[src/rtl/phase_sequencer.sv]
// Instruction-cycle controller: sequences FETCH/DECODE/EXECUTE/WRITEBACK with
// fetch handshake, timed execute, datapath stall, halt and fetch-timeout fault.
module phase_sequencer #(
    parameter int         EXEC_CYCLES   = 3,
    parameter int         FETCH_TIMEOUT = 15,
    parameter logic [3:0] HALT_OP       = 4'hF
) (
    input  logic       Phase_Count,
    input  logic       Clear,
    input  logic       Run,
    input  logic       Mem_Ack,
    input  logic [3:0] Opcode,
    input  logic       Stall,
    output logic       Phase0,
    output logic       Phase1,
    output logic       Phase2,
    output logic       Phase3,
    output logic       Mem_Req,
    output logic       IR_Load,
    output logic       PC_Inc,
    output logic       ALU_En,
    output logic       Reg_Write,
    output logic       Halted,
    output logic       Fault,
    output logic [7:0] Instr_Count
);

    // One-hot encoding so every Moore output is a single state flop.
    typedef enum logic [5:0] {
        S_IDLE   = 6'b000001,
        S_FETCH  = 6'b000010,
        S_DECODE = 6'b000100,
        S_EXEC   = 6'b001000,
        S_WB     = 6'b010000,
        S_HALT   = 6'b100000
    } state_t;

    localparam logic [7:0] TMO_LAST = 8'(FETCH_TIMEOUT - 1);
    localparam logic [3:0] EXEC_LD  = 4'(EXEC_CYCLES);

    state_t     r_state, w_next;
    logic [7:0] r_tmo, w_tmo;
    logic [3:0] r_exec, w_exec;
    logic [3:0] r_opcode, w_opcode;
    logic [7:0] r_count, w_count;
    logic       r_fault, w_fault;

    always_ff @(posedge Phase_Count or posedge Clear) begin
        if (Clear) begin
            r_state  <= S_IDLE;
            r_tmo    <= '0;
            r_exec   <= '0;
            r_opcode <= '0;
            r_count  <= '0;
            r_fault  <= 1'b0;
        end else begin
            r_state  <= w_next;
            r_tmo    <= w_tmo;
            r_exec   <= w_exec;
            r_opcode <= w_opcode;
            r_count  <= w_count;
            r_fault  <= w_fault;
        end
    end

    always_comb begin
        w_next   = r_state;
        w_tmo    = r_tmo;
        w_exec   = r_exec;
        w_opcode = r_opcode;
        w_count  = r_count;
        w_fault  = r_fault;
        IR_Load  = 1'b0;
        PC_Inc   = 1'b0;
        case (r_state)
            S_IDLE: begin
                if (Run) w_next = S_FETCH;
            end
            S_FETCH: begin
                IR_Load = Mem_Ack;
                PC_Inc  = Mem_Ack;
                if (Mem_Ack) begin
                    w_next = S_DECODE;
                end else if (r_tmo == TMO_LAST) begin
                    w_next  = S_HALT;
                    w_fault = 1'b1;
                end else begin
                    w_tmo = r_tmo + 8'd1;
                end
            end
            S_DECODE: begin
                if (!Stall) begin
                    w_opcode = Opcode;
                    if (Opcode == HALT_OP) begin
                        w_next = S_HALT;
                    end else if (Opcode == 4'h0) begin
                        w_count = r_count + 8'd1;
                        w_next  = Run ? S_FETCH : S_IDLE;
                    end else begin
                        w_next = S_EXEC;
                        w_exec = Opcode[3] ? EXEC_LD : 4'd1;
                    end
                end
            end
            S_EXEC: begin
                if (!Stall) begin
                    if (r_exec == 4'd1) w_next = S_WB;
                    else                w_exec = r_exec - 4'd1;
                end
            end
            S_WB: begin
                // Retire only on the exit edge, however long the stall lasts.
                if (!Stall) begin
                    w_count = r_count + 8'd1;
                    w_next  = Run ? S_FETCH : S_IDLE;
                end
            end
            S_HALT: ;
            default: w_next = S_IDLE;
        endcase
        if (w_next == S_FETCH && r_state != S_FETCH) w_tmo = '0;
    end

    // Latched opcode is held for datapath debug visibility only.
    logic w_opcode_unused;
    assign w_opcode_unused = ^r_opcode;

    assign Phase0      = r_state[1];
    assign Phase1      = r_state[2];
    assign Phase2      = r_state[3];
    assign Phase3      = r_state[4];
    assign Halted      = r_state[5];
    assign Mem_Req     = r_state[1];
    assign ALU_En      = r_state[3];
    assign Reg_Write   = r_state[4];
    assign Fault       = r_fault;
    assign Instr_Count = r_count;

endmodule

[config.mk]
export PLATFORM = sky130hd
export DESIGN_NAME = phase_sequencer
export DESIGN_NICKNAME = d
export VERILOG_FILES = /design/src/rtl/phase_sequencer.sv
export SDC_FILE = /design/constraint.sdc
export NUM_CORES = 1
export LEC_CHECK = 0
export BUFFER_PORTS_ARGS = -buffer_cell sky130_fd_sc_hd__buf_2
export CAP_MARGIN = 10
export CORE_MARGIN = 2
export CORE_UTILIZATION = 59
export DETAILED_ROUTE_END_ITERATION = 10
export PLACE_DENSITY = 0.84
export SLEW_MARGIN = 40
export SYNTH_ARGS = -nofsm -noshare
export SYNTH_HDL_FRONTEND = slang
export SYNTH_SLANG_ARGS = --single-unit
export TNS_END_PERCENT = 20
[constraint.sdc]
create_clock -name Phase_Count -period 2.86 [get_ports Phase_Count]
set_clock_uncertainty 0.15 [all_clocks]
set_input_delay 0 -clock Phase_Count [delete_from_list [all_inputs] [get_ports Phase_Count]]
set_output_delay 0 -clock Phase_Count [all_outputs]
set_load 0.03 [all_outputs]
==> impl_metrics.ini <==
[critical_path]
critPathArrivalTime_ns = 2.28
crit_fanout = 10
cp_cell_sequence = nor2_1 > nand4b_1 > a21oi_2 > a21o_1 > nor2_1
crit_family = compound AO/OA/AOI/OAI gates
crit_required_ns = 2.93
slowest_delay_ns = 0.48
endpoint_kind = flop
critPathSlowestCell = dfrtp_1
crit_path_frequent_cell = nor2_1
path_buf_inv = 0
critical_path_class = flop to flop
start_kind = flop

[cts]
post_cts_resized = 0
clk_pin_slew_worst_paths_ns = 0.14
clk_latency_ns = 0.33
ctsHtreeMaxLevel = 1
clockRootBuffer = clkbuf_4
clock_path_buffers = 2
cts_sinks = 27
cts_tree = built
cts_buffers = 3

[drt]
drt_wl_total_um = 3120
drtAntennaViolNets = 0
drc = 0
via_per_inst = 5.87
avgRoutedWirePerCell_um = 14.3
drt_pass1_iterations = 4
first_iter_violations = 46
vias = 1280

[global_route]
grt-ovfl-total = 0
antenna_found_initial = 0
grt_usage_pct = 24.0
grt_pass1_vias = 1212
grt_pass1_wl_um = 5150
grt_max_degree = 28

[placed_design]
gp_congestion = 0.832
dp_hpwl_um = 2270
portBuffers = 27
placed_area_mm2 = 0.00164

[yosys]
synth-async-reset-ratio_pct = 100
synthTopCellsByCount = dfrtp_1, nor2_1, nand2_1
synth_seq_cells = 27
synth_seq_area_share_pct = 43.8
synthCells = 161
yosys_warnings = 0
ys.flop_type = dfrtp_1
synth_cell_types = 43
synth_area_per_cell_um2 = 9.60
synth_top_area_share_pct = 42.1
yosysTopAreaCell = dfrtp_1
yosysMostFrequentCell = dfrtp_1
synth_top_cells_by_area = dfrtp_1, xnor2_1, nor2_1
syn_area_mm2 = 0.00155
synth_nets = 175
synth_edf_count = 0

[die]
initial_core_util_pct = 62.4
io_pins = 28
die_h_um = 55.2
num_rows = 18
die_w_um = 55.2
dieArea_mm2 = 0.00304
core_mm2 = 0.00248

[sta]
final-hold-violation-count = 0
fin_setup_tns_ns = 0
finalMaxSlewViolations = 0
rsz0062_at_grt = false
setup_viol = 0
fin_crit_sh_pct = 77.2
max_slew.worst_pin.slew_ns = 0.864
max_freq_ghz = 0.453
post-route-min-period_ns = 2.21
slew_headroom_pct = 41.9

[finish]
final_layout_size_suffix_gt1_share_pct = 21.3
nets = 203
antenna_cells = 0
area_growth_pct = 11.3
final_area_mm2 = 0.00172

[flow_run]
cap_violations = 0

[power_and_ir_drop]
powerDensity_mw_per_mm2 = 618
vdd_drop_max_mv = 0.463
p_leak_nw = 0.827
power_w = 0.00106

[status]
status = finished clean

[min_path]
hold_path_class = input pin to flop
sequential cells by signal (all words and copies together) (netlist names):
register	flops
r_exec	4
r_tmo	8
Fault	1
r_state	6
Instr_Count	8
repair_timing:
| action | 4_1_cts | 5_1_grt |
|---|---|---|
| endpoints found under the hold margin | 44 | 0 |
| hold buffers | 5 | 0 |
| buffers inserted | 0 | 0 |
stage by stage:
stage                     cells  util (%)  setup WS [ns]  hold WS, ns
after detailed placement    209      66.3          0.677      -0.0584
after floorplan             161         -          0.751      -0.0980
final                       218      69.4          0.651       0.0558
after global placement      209      66.3          0.772        0.119
after CTS                   218      69.4          0.663       0.0441
after global routing        218      69.4          0.477       0.0662
placed cells by master, fill, tap and decap left out, types with 2 or more instances in the layout:
master	synthesis	routed
or3_1	2	2
nand2b_1	4	4
inv_1	6	5
a21oi_1	5	5
clkbuf_4	0	3
dfrtp_1	26	26
o21ai_0	9	9
xor2_1	4	4
ha_1	5	5
nor4_1	3	3
buf_2	0	27
nand2_1	14	14
a21o_1	2	2
nor3_1	3	3
nor3b_1	2	2
dlygate4sd3_1	0	5
or2_1	2	2
nor2_1	17	17
nand4b_1	3	3
nand4_1	6	6
xnor2_1	10	10
nand3_1	6	6
and3_1	3	3
cell families (layout without fill, tap and decap cells):
kind of cell | after synthesis | in the layout | share of synthesized area, %
AO/OA/AOI/OAI | 25 | 25 | 10.1
adder cells (fa/ha/maj) | 5 | 5 | 4.05
XOR/XNOR | 14 | 14 | 7.93
multiplexers | 1 | 1 | 0.729
buffers and inverters | 15 | 42 | 6.32
AND/OR/NAND/NOR | 74 | 74 | 27.0
flip-flops | 27 | 27 | 43.8
power by group:
part | switching [W] | internal, W
Clock | 0.000112 | 0.0000548
Sequential | 0.0000854 | 0.000449
Combinational | 0.000217 | 0.000144
tightest hold or removal path, delay by kind of cell:
family / cells / cell delay (ns)
simple gates: 2 / 0.18
buf+inv: 1 / 0.11
compound gates: 2 / 0.21
final timing paths:
kind                                 from        endpoint  slack (ns)  cells after the start
setup / recovery               r_state[2]        r_tmo[2]        0.65                      5
hold / removal                  Opcode[2]      r_state[5]        0.06                      5
setup reg to reg               r_state[2]        r_tmo[2]        0.65                      5
hold reg to reg            Instr_Count[7]  Instr_Count[7]        0.33                      1
max in group asynchronous           Clear      r_state[0]        2.08                      3
min in group asynchronous           Clear        r_tmo[1]        0.10                      3
routing by layer:
layer / track usage [%] / vias up / part of all wire, %
met4: 12.2 / 0 / 2.5
met5: 0 / - / 0
met1: 30.2 / 597 / 45
met3: 2.69 / 9 / 5.6
li1: - / 615 / -
met2: 40.7 / 59 / 47
cell type report:
class                   count  area, um^2
multi-input cells         119         771
fillers                   189         758
flip-flops and latches     27         677
repair buffers             32         185
well taps                  30        37.5
clock buffers               4        26.3
inverters                   6        22.5
No activity file was read; power rests on OpenSTA's default activity.
